$ cat src/rtl/clock_reset_sequencer.sv
// Runtime-programmable clock divider with a clock-enable strobe. It also
// releases NUM_RESETS reset domains one after another, timed in divided-clock periods.
module clock_reset_sequencer #(
  parameter int DIV_WIDTH      = 16,
  parameter int DEFAULT_DIV    = 2,
  parameter int RESET_CYCLES   = 20,
  parameter int NUM_RESETS     = 2,
  parameter int STAGGER_CYCLES = 4
) (
  input  logic                  clk,
  input  logic                  reset,
  input  logic [DIV_WIDTH-1:0]  div_i,
  input  logic                  div_load_i,
  input  logic                  reset_req_i,
  output logic                  clk_o,
  output logic                  clk_en_o,
  output logic [NUM_RESETS-1:0] reset_o,
  output logic                  ready_o,
  output logic [DIV_WIDTH-1:0]  cur_div_o
);

  localparam logic [DIV_WIDTH-1:0] DIV_MIN = DIV_WIDTH'(2);
  localparam logic [DIV_WIDTH-1:0] DIV_RST = (DEFAULT_DIV < 2) ? DIV_MIN : DIV_WIDTH'(DEFAULT_DIV);
  localparam int PCNT_MAX = (RESET_CYCLES > STAGGER_CYCLES) ? RESET_CYCLES : STAGGER_CYCLES;
  localparam int PCNT_W   = $clog2(PCNT_MAX + 1);
  localparam logic [PCNT_W-1:0] RC_LAST = PCNT_W'(RESET_CYCLES - 1);
  localparam logic [PCNT_W-1:0] SC_LAST = PCNT_W'(STAGGER_CYCLES - 1);

  typedef enum logic [1:0] {HOLD, COUNT, STAGGER, DONE} seq_state_t;

  function automatic logic [DIV_WIDTH-1:0] clamp_div(input logic [DIV_WIDTH-1:0] d);
    return (d < DIV_MIN) ? DIV_MIN : d;
  endfunction

  function automatic logic [PCNT_W-1:0] sat_inc(input logic [PCNT_W-1:0] v);
    return (v == {PCNT_W{1'b1}}) ? v : v + PCNT_W'(1);
  endfunction

  logic [DIV_WIDTH-1:0]  div_active;
  logic [DIV_WIDTH-1:0]  div_pending;
  logic [DIV_WIDTH-1:0]  cnt;
  logic [DIV_WIDTH-1:0]  cnt_next;
  logic                  wrap;
  seq_state_t            state;
  logic [PCNT_W-1:0]     pcnt;
  logic [NUM_RESETS-1:0] rel_next;

  // Counter parks at N-1 in reset, so the first edge starts a fresh period.
  assign wrap      = (cnt >= div_active - DIV_WIDTH'(1));
  assign cnt_next  = wrap ? '0 : cnt + DIV_WIDTH'(1);
  assign cur_div_o = div_active;
  assign rel_next  = reset_o << 1;

  // Divider stage: the active divisor changes only at a period boundary.
  always_ff @(posedge clk or posedge reset) begin
    if (reset) begin
      cnt         <= DIV_RST - DIV_WIDTH'(1);
      div_active  <= DIV_RST;
      div_pending <= DIV_RST;
      clk_o       <= 1'b0;
      clk_en_o    <= 1'b0;
    end else begin
      cnt      <= cnt_next;
      clk_o    <= (cnt_next < (div_active >> 1));
      clk_en_o <= wrap;
      if (wrap)
        div_active <= div_pending;
      if (div_load_i)
        div_pending <= clamp_div(div_i);
    end
  end

  // Sequencer stage: the mask shifts left, so bit 0 is released first.
  always_ff @(posedge clk or posedge reset) begin
    if (reset) begin
      state   <= HOLD;
      pcnt    <= '0;
      reset_o <= '1;
      ready_o <= 1'b0;
    end else if (reset_req_i) begin
      state   <= HOLD;
      pcnt    <= '0;
      reset_o <= '1;
      ready_o <= 1'b0;
    end else begin
      case (state)
        HOLD: begin
          state <= COUNT;
          pcnt  <= '0;
        end
        COUNT: begin
          if (clk_en_o) begin
            if (pcnt >= RC_LAST) begin
              reset_o <= rel_next;
              pcnt    <= '0;
              if (rel_next == '0) begin
                ready_o <= 1'b1;
                state   <= DONE;
              end else begin
                state <= STAGGER;
              end
            end else begin
              pcnt <= sat_inc(pcnt);
            end
          end
        end
        STAGGER: begin
          if (clk_en_o) begin
            if (pcnt >= SC_LAST) begin
              reset_o <= rel_next;
              pcnt    <= '0;
              if (rel_next == '0) begin
                ready_o <= 1'b1;
                state   <= DONE;
              end
            end else begin
              pcnt <= sat_inc(pcnt);
            end
          end
        end
        DONE: begin
        end
        default: state <= HOLD;
      endcase
    end
  end

endmodule

$ cat config.mk
export PLATFORM = sky130hd
export DESIGN_NAME = clock_reset_sequencer
export DESIGN_NICKNAME = d
export VERILOG_FILES = /design/src/rtl/clock_reset_sequencer.sv
export SDC_FILE = /design/constraint.sdc
export NUM_CORES = 1
export LEC_CHECK = 0
export CAP_MARGIN = 30
export CORE_MARGIN = 5
export CORE_UTILIZATION = 40
export CTS_BUF_LIST = sky130_fd_sc_hd__clkbuf_16
export CTS_CLUSTER_SIZE = 12
export DETAILED_ROUTE_END_ITERATION = 10
export HOLD_SLACK_MARGIN = 0.12
export PLACE_DENSITY = 0.73
export REMOVE_ABC_BUFFERS = 1
export SYNTH_ARGS = -nofsm -noshare
export SYNTH_HDL_FRONTEND = slang
export SYNTH_SLANG_ARGS = --single-unit
export TNS_END_PERCENT = 20
$ cat constraint.sdc
create_clock -name clk -period 4.7 [get_ports clk]
set_clock_uncertainty 0.1 [all_clocks]
set_input_delay 0.94 -clock clk [delete_from_list [all_inputs] [get_ports clk]]
set_output_delay 0.94 -clock clk [all_outputs]
set_load 0.02 [all_outputs]
==> results of run 1 <==
## final cells by class
cell class                      count  area, sq um  area share (%)
Inverter                           27          101            2.24
Multi-Input combinational cell    247         1990            43.8
Tap cell                          108          135            2.98
Timing Repair Buffer               50          475            10.5
Clock inverter                      7         98.8            2.18
Clock buffer                        9          225            4.97
Sequential cell                    60         1510            33.3
## worst max-delay path by stage
stage / from / endpoint / slack, ns
6_report: cur_div_o[5]$_DFFE_PP0P_ / clk_o$_DFF_PP0_ / 0.19
2_1_floorplan: cur_div_o[4]$_DFFE_PP0P_ / clk_o$_DFF_PP0_ / 0.15
5_1_grt: cur_div_o[5]$_DFFE_PP0P_ / clk_o$_DFF_PP0_ / 0.02
4_1_cts: cur_div_o[5]$_DFFE_PP0P_ / clk_o$_DFF_PP0_ / 0.09
3_3_place_gp: cur_div_o[5]$_DFFE_PP0P_ / clk_o$_DFF_PP0_ / 0.27
3_5_place_dp: cur_div_o[5]$_DFFE_PP0P_ / clk_o$_DFF_PP0_ / 0.15
## repair_timing
item	in CTS	in global routing
gates resized for setup	0	7
endpoints found under the hold margin	0	0
endpoints found under the setup margin	0	1
setup buffers	0	1
## through the flow
step	util [%]	hold slack, ns	instance area, sq um
finish	51.7	0.407	4530
floorplan	-	0.375	3560
CTS	51.2	0.410	4480
global route	51.7	0.416	4530
detailed placement	47.5	0.396	4160
global placement	47.5	0.386	4160
## placed cells by master (no fill, tap or decap), types with 2 or more instances in the layout
cell type         n
dfrtp_1          55
clkdlybuf4s50_1  40
ha_1             36
nor2_1           28
inv_1            26
nand2_1          20
mux2_2           19
xnor2_1          18
nand4_1          13
a21oi_1          10
mux2_4           10
xor2_1           10
buf_4            10
clkbuf_16         9
o21ai_0           8
nor3_1            8
nand3_1           6
and4_1            5
dfstp_2           5
nor4_1            4
a211oi_1          3
nor2b_1           3
o21a_1            3
and3_1            3
nor3_2            3
a21o_1            3
o211ai_1          2
nand2b_1          2
a41oi_1           2
a31oi_1           2
and2_1            2
mux2i_1           2
o22ai_1           2
bufinv_16         2
clkinv_4          2
## registers in the layout (all words and copies together) (netlist names)
signal / count
cnt: 16
ready_o: 1
pcnt: 5
cur_div_o: 16
clk_o: 1
div_pending: 16
reset_o: 2
clk_en_o: 1
state: 2
## critical path: stages (launching register included)
cell and delay, ns:
dfrtp_1 0.42, or3_4 0.43, nor3b_4 0.19, buf_4 0.15, nand4_1 0.11, xnor2_1 0.17, ha_1 0.29, nand4_1 0.15
or4_1 0.55, a221o_1 0.32, nand3_4 0.14, nor2_1 0.10, ha_1 0.30, and4_1 0.19, nand4_1 0.16, o41a_1 0.44
o211a_1 0.20
## cell families (layout without fill, tap and decap cells)
logic type	count (synthesis)	in the layout	share of synthesized area [%]
multiplexers	31	31	10.6
XOR/XNOR	28	28	6.79
AO/OA/AOI/OAI	46	46	8.73
buffers and inverters	33	93	4.30
flip-flops	60	60	41.8
AND/OR/NAND/NOR	106	106	15.3
adder cells (fa/ha/maj)	36	36	12.5
## power by group
| group | internal [mW] | switching (mW) |
|---|---|---|
| clock network | 0.466 | 0.242 |
| logic | 0.0655 | 0.0836 |
| registers | 0.540 | 0.0163 |
## metal layers
layer | vias up | global-route usage [%] | wire length, um
met5 | - | 0 | 0
met4 | 0 | 6.48 | 204
met3 | 25 | 4.19 | 484
met2 | 94 | 26.7 | 4150
met1 | 1326 | 18.9 | 3630
li1 | 1335 | - | -
==> impl_results.md, run 1 <==
- Status: finished clean
- Clk_lat worst skew: 0.33 ns
- Largest area contributor in the netlist: dfrtp_1
- Min cycle time layout: 4.51 ns
- Via-to-Cell Ratio: 5.47
- FF-to-FF setup slack: 0.19 ns
- Post-synth top cells: dfrtp_1, ha_1, nor2_1
- # setup viols final: 0
- CTS hold repair buffers: 0
- Row cnt: 34
- Worst R2R Path Depth: 16
- Area grow syn2layout: 25.4%
- Yosys top cell area share: 38.1%
- WL final: 8470 um
- Syn_area_per_cell: 10.6 sq um
- Remaining Overflow, GRT: 0
- CTS max path bufs: 2
- Iter 0 DRT Violations: 108
- Data required, critical path: 4.82 ns
- Core area: 8760 sq um
- Share of layout cells above drive strength 1: 17.5%
- TNS Setup: 0 ns
- Top_reg_cell synth: dfrtp_1
- Vias post-DR: 2780
- Async set or reset register ratio after synthesis: 100%
- Relative slew slack: 51.0%
- Final Worst Setup Slack: 0.190 ns
- Placed cells: 491
- Pre-CTS setup slack: 0.154 ns
- Die area: 11000 sq um
- Antenna-violating nets left: 0
- PortBufs: 40
- Num CTS Buffers: 9
- # clock sinks: 60
- RSZ-0062 raised after global routing: no
- Critical-path maximum fanout: 10
- Die height: 105 um
- Avg WL per Cell: 16.7 um
- Die X: 105 um
- Drt drc: 0
- Total GRT Usage: 15.8%
- Final total power: 1.41 mW
- Inserted Diodes: 0
- Vias in the first global route: 2980
- Detailed placement HPWL: 6290 um
- Max Cap Viol: 0
- Final period utilization: 96.0%
- Hold path cells: 1
- Clk root buf: clkbuf_16
- DRT Pass-1 Iters: 4
- Worst reg2reg path startpoint: cur_div_o[5]$_DFFE_PP0P_
- Count leader, synth: dfrtp_1
- Synthesized area: 3610 sq um
- Initial Util: 41.2%
- Critical path class: reg2reg
- # nets final: 451
- Hold Crit Class: reg2reg
- H-tree depth: 3
- Synthesized flop and latch total: 60
- I/O pins: 41
- VDD IR max: 0.185 mV
- Clk slew on worst S/H paths: 0.06 ns
- Initial antenna violation count: 0
- Slew Limit Fails: 0
- Leak: 2.07 nW
- Worst path arrival time: 4.63 ns
- Synth cell types: 49
- Fmax: 0.222 GHz
- Post-synthesis sequential area ratio: 41.8%
- Synth warn: 0
- Largest net degree at the start of global routing: 36
- Reg2reg end: clk_o$_DFF_PP0_
- Finished Layout Cells: 508
- CP Launch Type: flip-flop
- Area contributors post-synth: dfrtp_1, ha_1, mux2_2, xnor2_1, mux2_4
- GP Congestion: 0.869
- Fillers: 771
- Fin. Hold Viols: 0
- Slew @ Worst Pin: 0.732 ns
- Setup crit end kind: flip-flop
- First-pass GRT wire length: 14200 um
- TritonCTS clock tree: done
- Hold path endpoint: ready_o$_DFFE_PP0P_
- Power density cells: 312 nW/um^2
- Hold path start: ready_o$_DFFE_PP0P_
- Gate Count Post-Synth: 340
- Post-synth EDFFs: 0
Note: power is estimated with default switching activity, not from simulation.
==> run 2, diff against run 1 <==
--- a/config.mk
+++ b/config.mk
@@ -7,13 +7,12 @@
 export LEC_CHECK = 0
 export CAP_MARGIN = 30
 export CORE_MARGIN = 5
-export CORE_UTILIZATION = 40
+export CORE_UTILIZATION = 45
 export CTS_BUF_LIST = sky130_fd_sc_hd__clkbuf_16
 export CTS_CLUSTER_SIZE = 12
 export DETAILED_ROUTE_END_ITERATION = 10
 export HOLD_SLACK_MARGIN = 0.12
-export PLACE_DENSITY = 0.73
-export REMOVE_ABC_BUFFERS = 1
+export PLACE_DENSITY = 0.8
 export SYNTH_ARGS = -nofsm -noshare
 export SYNTH_HDL_FRONTEND = slang
 export SYNTH_SLANG_ARGS = --single-unit
==> run 2 against run 1 <==
  * Worst hold slack gained 0.00061 ns
  * Clock power grew 3.2%
  * Sequential cell count is the same
  * First-iteration DRC count is the same
  * Total power grew 1.5%
  * Critical endpoint unchanged
==> impl_results.md, run 2 (same netlist as run 1, synthesis figures left out) <==
- Critical path origin: cur_div_o[5]$_DFFE_PP0P_
- VDD IR max: 0.222 mV
- Clk slew on worst S/H paths: 0.05 ns
- CTS max path bufs: 2
- Hold Crit Class: reg2reg
- Core area: 7770 sq um
- Detailed placement HPWL: 6270 um
- Power density cells: 317 nW/um^2
- TritonCTS clock tree: done
- Clk_lat worst skew: 0.33 ns
- # nets final: 452
- Final Util: 58.3%
- Via-to-Cell Ratio: 5.55
- Iter 0 DRT Violations: 108
- Sw Ratio: 22.2%
- Remaining Overflow, GRT: 0
- Syn Nets: 396
- # setup viols final: 0
- Crit-path slowest cell: or4_1
- Critical Path, Cell by Cell: or3_1, nor3_2, nand3_2, nor3_2, xnor2_1, ha_1, nand4_1, or4_1, a221o_1, nand3_4, nor2_1, ha_1, and4_1, nand4_1, o41a_1, o211a_1
- Min cycle time layout: 4.49 ns
- Final period utilization: 95.4%
- DRT Pass-1 Iters: 4
- Row cnt: 32
- Fin. Hold Viols: 0
- Slew Limit Fails: 0
- Share of layout cells above drive strength 1: 16.7%
- Inserted Diodes: 0
- Initial Util: 46.5%
- Num CTS Buffers: 9
- Vias post-DR: 2790
- FF-to-FF setup slack: 0.21 ns
- Leak: 2.08 nW
- First-pass GRT wire length: 14000 um
- Setup crit end kind: flip-flop
- Finished Layout Cells: 503
- Slowest Stage Delay on Critical Path: 0.54 ns
- WL final: 8260 um
- Worst path arrival time: 4.60 ns
- Die area: 9920 sq um
- Worst reg2reg path startpoint: cur_div_o[5]$_DFFE_PP0P_
- Most frequent cells in the layout: dfrtp_1, clkdlybuf4s50_1, ha_1, nor2_1, inv_1
- Critical path class: reg2reg
- CP Launch Type: flip-flop
- Switching power: 0.319 mW
- Hold path start: ready_o$_DFFE_PP0P_
- GP Congestion: 0.849
- Status: finished clean
- # clock sinks: 60
- Drt drc: 0
- Area grow syn2layout: 25.4%
- Largest net degree at the start of global routing: 40
- Total GRT Usage: 17.9%
- Vias in the first global route: 2980
- Data required, critical path: 4.82 ns
- Slew @ Worst Pin: 0.845 ns
- Initial antenna violation count: 0
- Avg WL per Cell: 16.4 um
- PortBufs: 40
- Clk root buf: clkbuf_16
- Flop pwr share: 38.9%
- Clock power share: 50.9%
- H-tree depth: 3
- Die height: 99.6 um
- Die X: 99.6 um
- Fmax: 0.223 GHz
- I/O pins: 41
- Relative slew slack: 43.6%
- Placed cells: 486
- Critical-path maximum fanout: 8
- Pint: 1.12 mW
- Max Cap Viol: 0
- Commonest non-fill, non-tap cell in the layout: dfrtp_1
- Antenna-violating nets left: 0
- Comb pwr share: 10.2%
-- run 2: cell type report --
type,count,area [sq um]
Multi-Input combinational cell,247,1980
Inverter,27,101
Clock buffer,9,225
Tap cell,102,128
Clock inverter,7,106
Fill cell,677,3240
Sequential cell,60,1510
Timing Repair Buffer,51,483
-- run 2: path summary, 6_finish.rpt --
| kind | endpoint | cells past startpoint |
|---|---|---|
| min in group asynchronous | cnt[3]$_DFF_PP0_ | 2 |
| setup / recovery | clk_o$_DFF_PP0_ | 16 |
| setup reg to reg | clk_o$_DFF_PP0_ | 16 |
| hold reg to reg | ready_o$_DFFE_PP0P_ | 1 |
| hold / removal | ready_o$_DFFE_PP0P_ | 1 |
| max in group asynchronous | div_pending[1]$_DFFE_PP1P_ | 3 |
-- run 2: timing repair --
action,in CTS,in global routing
gates resized for setup,0,5
setup buffers,0,1
setup endpoints to repair,0,1
hold buffers,0,0
-- run 2: power groups by stage --
stage	clock network (mW)	registers (mW)	logic, mW
after floorplan	0	0.560	0.105
after detailed placement	0	0.566	0.146
after CTS	0.742	0.558	0.147
after global routing	0.768	0.560	0.164
after global placement	0	0.564	0.139
final	0.731	0.558	0.146
-- run 2: critical path: cells and delay by family (launching register included) --
kind                     cells  cell delay, ns
flip-flops                   1            0.40
AND/OR/NAND/NOR             10            2.18
AO/OA/AOI/OAI                3            0.96
XOR/XNOR                     1            0.10
adder cells (fa/ha/maj)      2            0.63
-- run 2: through the flow --
stage / power [mW] / TNS (ns) / instance area (sq um) / hold WS (ns) / worst slack, ns
detailed placement: 0.712 / 0 / 4160 / 0.400 / 0.0726
global placement: 0.703 / 0 / 4160 / 0.386 / 0.290
global route: 1.49 / -0.0136 / 4530 / 0.422 / -0.0136
floorplan: 0.665 / 0 / 3610 / 0.375 / 0.134
CTS: 1.45 / 0 / 4490 / 0.412 / 0.0399
finish: 1.44 / 0 / 4530 / 0.407 / 0.214
-- run 2: layer usage --
metal  up-vias  wire (um)  track usage (%)
met5         -          0                0
met4         0        216             8.30
met3        21        431             5.26
met2        71       3900             28.9
met1      1365       3720             22.0
li1       1333          -                -
